$ cat src/rtl/rpn_pkg.sv
// Shared definitions for the RPN stack ALU: op codes, FSM state encoding
// and default sizing.
package rpn_pkg;

    localparam int DATA_W_DEF = 8;
    localparam int DEPTH_DEF  = 8;

    // Command codes carried on the op input
    localparam logic [2:0] OP_PUSH = 3'd0;
    localparam logic [2:0] OP_POP  = 3'd1;
    localparam logic [2:0] OP_ADD  = 3'd2;
    localparam logic [2:0] OP_SUB  = 3'd3;
    localparam logic [2:0] OP_AND  = 3'd4;
    localparam logic [2:0] OP_OR   = 3'd5;
    localparam logic [2:0] OP_DUP  = 3'd6;
    localparam logic [2:0] OP_MUL  = 3'd7;

    // Control FSM: either accepting commands or running a multiply
    localparam logic [0:0] ST_IDLE = 1'b0;
    localparam logic [0:0] ST_MUL  = 1'b1;

endpackage

$ cat src/rtl/rpn_shift_mul.sv
// Sequential shift-add multiplier. One partial-product step per cycle,
// DATA_W steps in total; only the low DATA_W bits of the product are kept.
// done is asserted combinationally during the final step, with product
// already holding the finished value, so the caller can commit it on that edge.
module rpn_shift_mul #(
    parameter int DATA_W = 8
) (
    input  logic              clk,
    input  logic              reset,
    input  logic              start,
    input  logic [DATA_W-1:0] a,
    input  logic [DATA_W-1:0] b,
    output logic              busy,
    output logic              done,
    output logic [DATA_W-1:0] product
);

    localparam int STEP_W = (DATA_W > 1) ? $clog2(DATA_W) : 1;

    logic [DATA_W-1:0] mcand_reg;
    logic [DATA_W-1:0] mplier_reg;
    logic [DATA_W-1:0] acc_reg;
    logic [DATA_W-1:0] acc_next;
    logic [STEP_W-1:0] step_reg;
    logic              busy_reg;

    // Accumulator after adding the current partial product
    assign acc_next = acc_reg + (mplier_reg[0] ? mcand_reg : '0);

    assign busy    = busy_reg;
    assign done    = busy_reg && (step_reg == STEP_W'(DATA_W - 1));
    assign product = acc_next;

    // Latch operands on start, then shift the multiplicand left and the
    // multiplier right once per step until the last step retires
    always_ff @(posedge clk) begin
        if (reset) begin
            busy_reg   <= 1'b0;
            step_reg   <= '0;
            acc_reg    <= '0;
            mcand_reg  <= '0;
            mplier_reg <= '0;
        end else if (start && !busy_reg) begin
            busy_reg   <= 1'b1;
            step_reg   <= '0;
            acc_reg    <= '0;
            mcand_reg  <= a;
            mplier_reg <= b;
        end else if (busy_reg) begin
            acc_reg    <= acc_next;
            mcand_reg  <= mcand_reg << 1;
            mplier_reg <= mplier_reg >> 1;
            step_reg   <= step_reg + STEP_W'(1);
            if (done) begin
                busy_reg <= 1'b0;
            end
        end
    end

endmodule

$ cat src/rtl/rpn_stack_alu.sv
// Operand stack and arithmetic core of the RPN calculator. Accepts one
// command per valid/ready handshake; everything except MUL completes on the
// accepting edge. MUL hands the top two entries to the shift-add multiplier
// and stalls op_ready until the product is written back.
module rpn_stack_alu
    import rpn_pkg::*;
#(
    parameter int DATA_W = DATA_W_DEF,
    parameter int DEPTH  = DEPTH_DEF,
    parameter int CNT_W  = $clog2(DEPTH) + 1
) (
    input  logic              clk,
    input  logic              reset,
    input  logic [DATA_W-1:0] din,
    input  logic              op_valid,
    input  logic [2:0]        op,
    output logic              op_ready,
    output logic [DATA_W-1:0] top,
    output logic [DATA_W-1:0] second,
    output logic [CNT_W-1:0]  depth,
    output logic              carry,
    output logic              err_ovf,
    output logic              err_unf
);

    localparam int PTR_W = $clog2(DEPTH);

    logic [DATA_W-1:0] stack_mem [DEPTH];

    logic [CNT_W-1:0]  depth_reg, depth_next;
    logic              carry_reg, carry_next;
    logic              err_ovf_reg, err_ovf_next;
    logic              err_unf_reg, err_unf_next;
    logic [0:0]        state_reg, state_next;

    logic              wr_en;
    logic [PTR_W-1:0]  wr_addr;
    logic [DATA_W-1:0] wr_data;

    logic              mul_start, mul_busy, mul_done;
    logic [DATA_W-1:0] mul_product;

    logic [PTR_W-1:0]  ptr_free, ptr_top, ptr_second;
    logic              is_empty, is_full, has_two, accept;
    logic [DATA_W:0]   sum_ext, diff_ext;

    // Pointer arithmetic wraps in PTR_W bits; a full stack (depth==DEPTH)
    // yields ptr_free==0 and ptr_top==DEPTH-1 as required.
    assign ptr_free   = depth_reg[PTR_W-1:0];
    assign ptr_top    = ptr_free - PTR_W'(1);
    assign ptr_second = ptr_free - PTR_W'(2);

    assign is_empty = (depth_reg == '0);
    assign is_full  = (depth_reg == CNT_W'(DEPTH));
    assign has_two  = (depth_reg >= CNT_W'(2));

    assign top    = is_empty ? '0 : stack_mem[ptr_top];
    assign second = has_two  ? stack_mem[ptr_second] : '0;
    assign depth  = depth_reg;
    assign carry  = carry_reg;
    assign err_ovf = err_ovf_reg;
    assign err_unf = err_unf_reg;

    assign op_ready = (state_reg == ST_IDLE) && !mul_busy;
    assign accept   = op_valid && op_ready;

    // a = second, b = top; bit DATA_W is carry for ADD and borrow for SUB
    assign sum_ext  = {1'b0, second} + {1'b0, top};
    assign diff_ext = {1'b0, second} - {1'b0, top};

    rpn_shift_mul #(
        .DATA_W (DATA_W)
    ) u_mul (
        .clk     (clk),
        .reset   (reset),
        .start   (mul_start),
        .a       (second),
        .b       (top),
        .busy    (mul_busy),
        .done    (mul_done),
        .product (mul_product)
    );

    // Command decode: next stack pointer, flags, FSM state and the single
    // stack write port. Faulting commands only raise their sticky flag.
    always_comb begin
        depth_next   = depth_reg;
        carry_next   = carry_reg;
        err_ovf_next = err_ovf_reg;
        err_unf_next = err_unf_reg;
        state_next   = state_reg;
        wr_en        = 1'b0;
        wr_addr      = ptr_free;
        wr_data      = din;
        mul_start    = 1'b0;

        if (state_reg == ST_MUL) begin
            if (mul_done) begin
                wr_en      = 1'b1;
                wr_addr    = ptr_second;
                wr_data    = mul_product;
                depth_next = depth_reg - CNT_W'(1);
                state_next = ST_IDLE;
            end
        end else if (accept) begin
            case (op)
                OP_PUSH: begin
                    if (is_full) begin
                        err_ovf_next = 1'b1;
                    end else begin
                        wr_en      = 1'b1;
                        depth_next = depth_reg + CNT_W'(1);
                    end
                end
                OP_POP: begin
                    if (is_empty) begin
                        err_unf_next = 1'b1;
                    end else begin
                        depth_next = depth_reg - CNT_W'(1);
                    end
                end
                OP_DUP: begin
                    if (is_empty) begin
                        err_unf_next = 1'b1;
                    end else if (is_full) begin
                        err_ovf_next = 1'b1;
                    end else begin
                        wr_en      = 1'b1;
                        wr_data    = top;
                        depth_next = depth_reg + CNT_W'(1);
                    end
                end
                OP_MUL: begin
                    if (!has_two) begin
                        err_unf_next = 1'b1;
                    end else begin
                        mul_start  = 1'b1;
                        state_next = ST_MUL;
                    end
                end
                default: begin
                    // ADD, SUB, AND, OR: result replaces second, stack shrinks
                    if (!has_two) begin
                        err_unf_next = 1'b1;
                    end else begin
                        wr_en      = 1'b1;
                        wr_addr    = ptr_second;
                        depth_next = depth_reg - CNT_W'(1);
                        case (op)
                            OP_ADD: begin
                                wr_data    = sum_ext[DATA_W-1:0];
                                carry_next = sum_ext[DATA_W];
                            end
                            OP_SUB: begin
                                wr_data    = diff_ext[DATA_W-1:0];
                                carry_next = diff_ext[DATA_W];
                            end
                            OP_AND:  wr_data = second & top;
                            default: wr_data = second | top;
                        endcase
                    end
                end
            endcase
        end
    end

    // Control and flag registers; reset overrides any command in flight
    always_ff @(posedge clk) begin
        if (reset) begin
            depth_reg   <= '0;
            carry_reg   <= 1'b0;
            err_ovf_reg <= 1'b0;
            err_unf_reg <= 1'b0;
            state_reg   <= ST_IDLE;
        end else begin
            depth_reg   <= depth_next;
            carry_reg   <= carry_next;
            err_ovf_reg <= err_ovf_next;
            err_unf_reg <= err_unf_next;
            state_reg   <= state_next;
        end
    end

    // Stack storage: contents are irrelevant after reset because depth hides them
    always_ff @(posedge clk) begin
        if (wr_en) begin
            stack_mem[wr_addr] <= wr_data;
        end
    end

endmodule

$ cat config.mk
export PLATFORM = sky130hd
export DESIGN_NAME = rpn_stack_alu
export DESIGN_NICKNAME = d
export VERILOG_FILES = /design/src/rtl/rpn_pkg.sv /design/src/rtl/rpn_shift_mul.sv /design/src/rtl/rpn_stack_alu.sv
export SDC_FILE = /design/constraint.sdc
export NUM_CORES = 1
export LEC_CHECK = 0
export ABC_AREA = 1
export ABC_CLOCK_PERIOD_IN_PS = 5800
export BUFFER_PORTS_ARGS = -buffer_cell sky130_fd_sc_hd__buf_2
export CAP_MARGIN = 10
export CORE_ASPECT_RATIO = 1.25
export CORE_MARGIN = 4
export CORE_UTILIZATION = 45
export CTS_BUF_LIST = sky130_fd_sc_hd__clkbuf_4
export DETAILED_ROUTE_END_ITERATION = 10
export PLACE_DENSITY = 0.7
export SETUP_SLACK_MARGIN = 0.3
export SYNTH_ARGS = -nofsm -noshare
export SYNTH_HDL_FRONTEND = slang
export SYNTH_SLANG_ARGS = --single-unit
$ cat constraint.sdc
create_clock -name clk -period 5.8 [get_ports clk]
set_input_delay 0 -clock clk [delete_from_list [all_inputs] [get_ports clk]]
set_output_delay 0 -clock clk [all_outputs]
set_load 0.1 [all_outputs]
==> out/metrics.csv, run 1 <==
stage;metric;value;unit
layout;Layout Utilization;48.8;%
layout;n_diodes;0;
cts;CTS clk-pin slew, worst paths;0.15;ns
power_and_ir_drop;PD cells;555;nW/um2
power_and_ir_drop;Max VDD drop;0.889;mV
setup_path;Critical Path RT;5.99;ns
yosys;number of synthesis warnings;0;
layout;largest register by flop count;stack_mem;
sta;setup slack after layout;1.33;ns
setup_path;crit-path most repeated cell;inv_1;
floorplan;core area;15000;um2
yosys;post-synthesis sequential area ratio;38.7;%
run;MaxCap Viol Count;0;
sta;max frequency;224;MHz
detailed_routing;Residual DRC;0;
cts;H-tree depth;3;
grt;initial antenna violation count;0;
yosys;top-count cell post-synth;nand2_1;
sta;Pins Over Slew Limit;0;
sta;RSZ-0062 raised after global routing;no;
sta;Total Neg Setup Slack;0;ns
setup_path;top cell family by delay on the critical path;compound AO/OA/AOI/OAI gates;
layout;max FFs per register;64;
setup_path;CP peak stage delay;0.67;ns
setup_path;worst path cell trace;inv_1 > buf_4 > ha_1 > buf_4 > inv_1 > a21oi_1 > o21ai_0 > nand3_1 > o21ai_0 > nor2_2 > inv_1 > ha_1 > inv_1 > nand2_1 > nand2_1 > nand2_1 > a21oi_1 > o21ai_0 > nand4_1 > a21oi_1 > o21bai_1;
setup_path;critical path type;register to register;
detailed_routing;first drt pass iteration count;5;
yosys;Main synth FF type;edfxtp_1;
placement;DP Area;7180;um2
grt;largest net degree at the start of global routing;79;
layout;final instance area;7300;um2
yosys;Syn Std Cell Area;6830;um2
sta;Fin. Hold Viols;0;
yosys;asr flop ratio synth;0;%
placement;post-DP HPWL;15100;um
grt;first-pass GRT wire length;31500;um
floorplan;die height;146;um
placement;PortBufs;37;
grt;GRT Total Usage;23.3;%
cts;Max Root-Sink Buffers;2;
floorplan;Initial Util;45.7;%
cts;Worst-Skew Late Latency;0.46;ns
layout;nets;995;
setup_path;WP data arrival;4.66;ns
yosys;flops & latches, synth;100;
yosys;top cell type's share of synthesized area;28.1;%
power_and_ir_drop;Leakage;0.00322;uW
floorplan;Die W;118;um
setup_path;CP Buf/Inv Count;6;
yosys;largest cells by area after synthesis;edfxtp_1, dfxtp_1, nand2_1, inv_1, ha_1;
sta;minimum clock period;4.47;ns
detailed_routing;DR iter-0 viols;622;
cts;Num CTS Buffers;9;
setup_path;Crit Path Max Fanout;17;
setup_path;startpoint types;register;
detailed_routing;routed vias/inst;5.62;
floorplan;io pins;38;
cts;post-CTS setup buffers;0;
yosys;Syn Inst Count;915;
detailed_routing;Final ANT Viol Nets;0;
cts;TritonCTS clock tree;built;
grt;vias in the first global route;5887;
floorplan;# rows;50;
yosys;biggest area consumer among synthesized cells;edfxtp_1;
cts;CTS Root Cell;clkbuf_4;
detailed_routing;vias post-DR;6332;
yosys;Netlist cell types;46;
outcome;status;finished, final reports clean;
sta;Tcrit/Tclk final;77.0;%
cts;Num Clock Sinks;100;
setup_path;slowest stage cell, crit path;ha_1;
floorplan;total die area;17200;um2
detailed_routing;WL final;20500;um
power_and_ir_drop;total chip power;4050;uW
layout;share of cells above drive strength 1;12.2;%
yosys;Post-synth EDFFs;64;
yosys;net count after synthesis;970;
yosys;Syn Area/Cell;7.47;um2
grt;total congestion overflow;0;
sta;Slew headroom;26.2;%
sta;skew final;0.0138;ns
layout;area grow syn2layout;6.87;%
placement;gpl congestion;0.975;
sta;actual slew at the worst max-slew pin;1.10;ns
sta;Final setup viols;0;
detailed_routing;DR WL/cell;18.2;um
setup_path;crit end category;register;
placement;Post-Place Setup Slack;1.49;ns
yosys;synth cell count leaders;nand2_1, inv_1, a21oi_1;
worst_hold_path;Worst Hold Class;primary input to register;
==> cell families (layout without fill, tap and decap cells) <==
group	after synthesis	in the layout	synth area share (%)
compound gates	242	242	19.7
xor+xnor	10	10	1.28
fa+ha+maj	41	41	7.84
buf+inv	184	213	10.7
flops	100	100	38.7
simple gates	338	338	21.8
==> cell usage in the layout (no fill, tap or decap), types with 2 or more instances in the layout <==
cell and count:
edfxtp_1 64, xor2_1 7, o22ai_2 4, nand3_2 2, a31oi_1 8, xnor2_1 3, fa_1 3, dfxtp_1 35
inv_2 17, buf_4 7, inv_1 135, o21ai_1 4, clkbuf_4 9, clkinv_1 2, clkinvlp_4 2, nand2_4 3
a21oi_1 94, o21ai_0 91, a211oi_1 2, o21bai_1 4, a211oi_2 2, inv_6 2, nor2_2 12, nor2_1 76
ha_1 38, buf_2 37, nand4_1 7, nor2_4 4, nand3_1 46, nand2_2 5, nand2_1 176, o22ai_1 14
o211ai_1 11
==> layer usage <==
metal  vias to the layer above  share of wire [%]  GRT usage (%)
met4                         0                4.5           10.8
met5                         -                  0              0
li1                       3075                  -              -
met3                        67                6.2           2.84
met1                      2922                 40           28.0
met2                       268                 49           41.4
==> power by group <==
part	internal, uW	total [uW]	switching [uW]
logic	661	2870	2210
clock network	86.2	327	241
registers	835	858	23.2
total	1580	4050	2470
==> area by class of cell <==
type	instances	area (um2)
multi-input cells	631	3500
clock inverters	6	40.0
fillers	1461	7650
flip-flops and latches	100	2640
repair buffers	45	248
well taps	182	228
inverters	153	577
clock buffers	9	67.6
==> tightest hold or removal path, stage by stage <==
cell and delay [ns]:
buf_2 0.15, nor2_1 0.08, inv_1 0.08, nand3_1 0.09, a21oi_1 0.12
==> what timing repair did <==
action	CTS	global route
hold buffers	1	0
hold endpoints to repair	19	0
resized for setup	0	0
==> stage by stage <==
step / hold WS [ns] / cells
3_5_place_dp: 0.429 / 1110
4_1_cts: 0.0752 / 1126
6_report: 0.0966 / 1126
5_1_grt: 0.0998 / 1126
2_1_floorplan: 0.219 / 915
3_3_place_gp: 0.420 / 1110
==> worst paths after layout <==
check	from	endpoint	slack, ns	cells past startpoint
worst max register to register	depth[1]$_SDFFE_PP0P_	stack_mem[1][3]$_DFFE_PP_	1.33	21
worst min register to register	err_unf$_SDFFE_PP0P_	err_unf$_SDFFE_PP0P_	0.46	2
worst min-delay path	op[2]	err_unf$_SDFFE_PP0P_	0.1	5
worst max-delay path	depth[1]$_SDFFE_PP0P_	stack_mem[1][3]$_DFFE_PP_	1.33	21
Power figures use the tool's default switching activity.
==> inputs of run 2 (changes only) <==
Settings changed: ABC_AREA 1 to 0, ABC_CLOCK_PERIOD_IN_PS 5800 to 4300.
Clock period 5.8 ns to 4.3 ns, I/O delays scaled along.
==> run 2 against run 1 <==
  * Sequential power up 33%
  * Critical endpoint is now stack_mem[0][6]$_DFFE_PP_
  * Largest power group unchanged
  * Highest routed layer unchanged
  * Critical path type unchanged
  * Hold slack got worse by 0.066 ns
  * Register-to-register slack worse by 0.87 ns
==> out/metrics.csv, run 2 <==
stage;metric;value;unit;change
floorplan;Die W;116;um;was 118 um
setup_path;critical path type;register to register;;unchanged
yosys;top-count cell post-synth;nor2_1;;was nand2_1
setup_path;CP Buf/Inv Count;3;;was 6
setup_path;worst path cell trace;inv_1 > ha_4 > buf_4 > mux4_2 > mux2_2 > and2_4 > inv_2 > ha_2 > a21o_1 > a21o_1 > nand4_1 > o211ai_1 > xnor2_1 > o311ai_4;;was inv_1 > buf_4 > ha_1 > buf_4 > inv_1 > a21oi_1 > o21ai_0 > nand3_1 > o21ai_0 > nor2_2 > inv_1 > ha_1 > inv_1 > nand2_1 > nand2_1 > nand2_1 > a21oi_1 > o21ai_0 > nand4_1 > a21oi_1 > o21bai_1
sta;RSZ-0062 raised after global routing;no;;unchanged
cts;CTS Root Cell;clkbuf_4;;unchanged
cts;CTS clk-pin slew, worst paths;0.17;ns;was 0.15 ns
floorplan;# rows;49;;was 50
worst_hold_path;Worst Hold Class;primary input to register;;unchanged
detailed_routing;first drt pass iteration count;5;;unchanged
yosys;post-synthesis sequential area ratio;40.4;%;was 38.7%
yosys;top cell type's share of synthesized area;29.4;%;was 28.1%
floorplan;io pins;38;;unchanged
setup_path;crit-path most repeated cell;a21o_1;;was inv_1
setup_path;startpoint types;register;;unchanged
sta;Slew headroom;39.8;%;was 26.2%
setup_path;WP data arrival;4.07;ns;was 4.66 ns
grt;largest net degree at the start of global routing;36;;was 79
power_and_ir_drop;PD cells;556;nW/um2;was 555 nW/um2
floorplan;total die area;16500;um2;was 17200 um2
cts;TritonCTS clock tree;built;;unchanged
floorplan;core area;14300;um2;was 15000 um2
detailed_routing;routed vias/inst;6.08;;was 5.62
yosys;flops & latches, synth;100;;unchanged
cts;H-tree depth;3;;unchanged
sta;actual slew at the worst max-slew pin;0.900;ns;was 1.10 ns
layout;max FFs per register;64;;unchanged
sta;Final setup viols;0;;unchanged
layout;area grow syn2layout;10.6;%;was 6.87%
layout;largest register by flop count;stack_mem;;unchanged
grt;initial antenna violation count;1;;was 0
yosys;Syn Std Cell Area;6540;um2;was 6830 um2
grt;total congestion overflow;0;;unchanged
layout;share of cells above drive strength 1;22.8;%;was 12.2%
yosys;number of synthesis warnings;0;;unchanged
power_and_ir_drop;total chip power;4020;uW;was 4050 uW
yosys;Netlist cell types;71;;was 46
cts;Num CTS Buffers;9;;unchanged
sta;Tcrit/Tclk final;89.3;%;was 77.0%
outcome;status;finished, final reports clean;;unchanged
yosys;largest cells by area after synthesis;edfxtp_1, dfxtp_1, mux4_2, ha_1, nor2_1;;was edfxtp_1, dfxtp_1, nand2_1, inv_1, ha_1
power_and_ir_drop;Max VDD drop;0.209;mV;was 0.889 mV
sta;Fin. Hold Viols;0;;unchanged
detailed_routing;DR WL/cell;20.5;um;was 18.2 um
setup_path;slowest stage cell, crit path;dfxtp_4;;was ha_1
grt;vias in the first global route;5153;;was 5887
yosys;synth cell count leaders;nor2_1, edfxtp_1, a21oi_1;;was nand2_1, inv_1, a21oi_1
detailed_routing;vias post-DR;4983;;was 6332
sta;minimum clock period;3.84;ns;was 4.47 ns
yosys;asr flop ratio synth;0;%;unchanged
floorplan;Initial Util;45.6;%;was 45.7%
detailed_routing;WL final;16800;um;was 20500 um
grt;first-pass GRT wire length;26600;um;was 31500 um
cts;Num Clock Sinks;100;;unchanged
cts;Max Root-Sink Buffers;2;;unchanged
sta;Total Neg Setup Slack;0;ns;unchanged
cts;Worst-Skew Late Latency;0.47;ns;was 0.46 ns
placement;post-DP HPWL;13000;um;was 15100 um
yosys;Post-synth EDFFs;64;;unchanged
yosys;biggest area consumer among synthesized cells;edfxtp_1;;unchanged
grt;GRT Total Usage;20.7;%;was 23.3%
yosys;net count after synthesis;660;;was 970
detailed_routing;Final ANT Viol Nets;0;;unchanged
setup_path;crit end category;register;;unchanged
detailed_routing;Residual DRC;0;;unchanged
placement;gpl congestion;0.993;;was 0.975
setup_path;top cell family by delay on the critical path;compound AO/OA/AOI/OAI gates;;unchanged
sta;Pins Over Slew Limit;0;;unchanged
detailed_routing;DR iter-0 viols;299;;was 622
placement;PortBufs;37;;unchanged
setup_path;Critical Path RT;4.53;ns;was 5.99 ns
sta;skew final;0.0221;ns;was 0.0138 ns
layout;final instance area;7230;um2;was 7300 um2
layout;most common cell after layout, fill and taps aside;nor2_1;;was nand2_1
setup_path;Crit Path Max Fanout;14;;was 17
run;MaxCap Viol Count;0;;unchanged
yosys;Syn Inst Count;605;;was 915
placement;DP Area;7010;um2;was 7180 um2
sta;max frequency;261;MHz;was 224 MHz
power_and_ir_drop;Leakage;0.00261;uW;was 0.00322 uW
yosys;Main synth FF type;edfxtp_1;;unchanged
setup_path;reg2reg setup slack;0.46;ns;was 1.33 ns
yosys;Syn Area/Cell;10.8;um2;was 7.47 um2
setup_path;CP peak stage delay;0.48;ns;was 0.67 ns
layout;most frequent cells in the layout;nor2_1, edfxtp_1, a21oi_1;;was nand2_1, inv_1, a21oi_1
floorplan;die height;143;um;was 146 um
layout;nets;690;;was 995
[run 2: kinds of logic (layout without fill, tap and decap cells)]
group | Yosys count | count (layout) | synth area share [%]
xor+xnor | 16 | 16 | 2.26
flops | 100 | 100 | 40.4
fa+ha+maj | 41 | 41 | 8.19
compound gates | 147 | 147 | 15.7
other cells | 0 | 1 | 0
simple gates | 182 | 182 | 13.8
buf+inv | 63 | 98 | 4.38
mux | 56 | 56 | 15.3
[run 2: layout make-up]
| class | instances | area, um2 |
|---|---|---|
| multi-input combinational | 442 | 3750 |
| clock buffer | 10 | 75.1 |
| sequential | 100 | 2650 |
| fill | 1298 | 7120 |
| clock inverter | 6 | 96.3 |
| antenna | 1 | 2.50 |
| tap | 178 | 223 |
| inverter | 28 | 113 |
| timing repair buffer | 54 | 319 |
[run 2: path summary, 6_finish.rpt]
path,end,from,cells after the start
worst max-delay path,stack_mem[0][6]$_DFFE_PP_,depth[1]$_SDFFE_PP0P_,14
worst min-delay path,stack_mem[1][3]$_DFFE_PP_,din[3],3
worst max register to register,stack_mem[0][6]$_DFFE_PP_,depth[1]$_SDFFE_PP0P_,14
worst min register to register,u_mul.acc_reg[6]$_SDFFE_PP0P_,u_mul.acc_reg[6]$_SDFFE_PP0P_,2
[run 2: what timing repair did]
action                                  CTS  global route
setup buffers                             0             3
gates resized for setup                   2             2
hold endpoints to repair                 22             0
endpoints found under the setup margin   24            32
hold buffers                              1             0
pin swaps                                 0             2
cloned                                    0             0
[run 2: metrics by stage]
stage / hold WS [ns] / instances / setup slack, ns / utilization (%)
global route: 0.0207 / 819 / 0.299 / 50.4
detailed placement: 0.449 / 798 / 0.292 / 48.8
global placement: 0.433 / 798 / 0.411 / 48.8
floorplan: 0.284 / 605 / 0.114 / -
finish: 0.0301 / 819 / 0.462 / 50.4
CTS: 0.0118 / 815 / 0.311 / 50.2
[run 2: worst reg2reg max path: stages, from the launching register on]
cell and delay (ns):
dfxtp_4 0.48, inv_1 0.13, ha_4 0.31, buf_4 0.22, mux4_2 0.32, mux2_2 0.30, and2_4 0.18, inv_2 0.06
ha_2 0.32, a21o_1 0.20, a21o_1 0.24, nand4_1 0.11, o211ai_1 0.13, xnor2_1 0.19, o311ai_4 0.40
[run 2: routing by layer]
metal | vias up | track usage (%) | wire [um]
li1 | 2334 | - | -
met1 | 2467 | 24.6 | 6590
met2 | 137 | 36.4 | 8860
met3 | 45 | 3.22 | 631
met4 | 0 | 9.53 | 685
met5 | - | 0 | 0
[run 2: power by group]
| part | switching [uW] | leakage [uW] | total, uW | internal (uW) |
|---|---|---|---|---|
| clock | 341 | 0.0000895 | 592 | 251 |
| combinational | 1520 | 0.00165 | 2290 | 765 |
| sequential | 46.4 | 0.000874 | 1140 | 1100 |
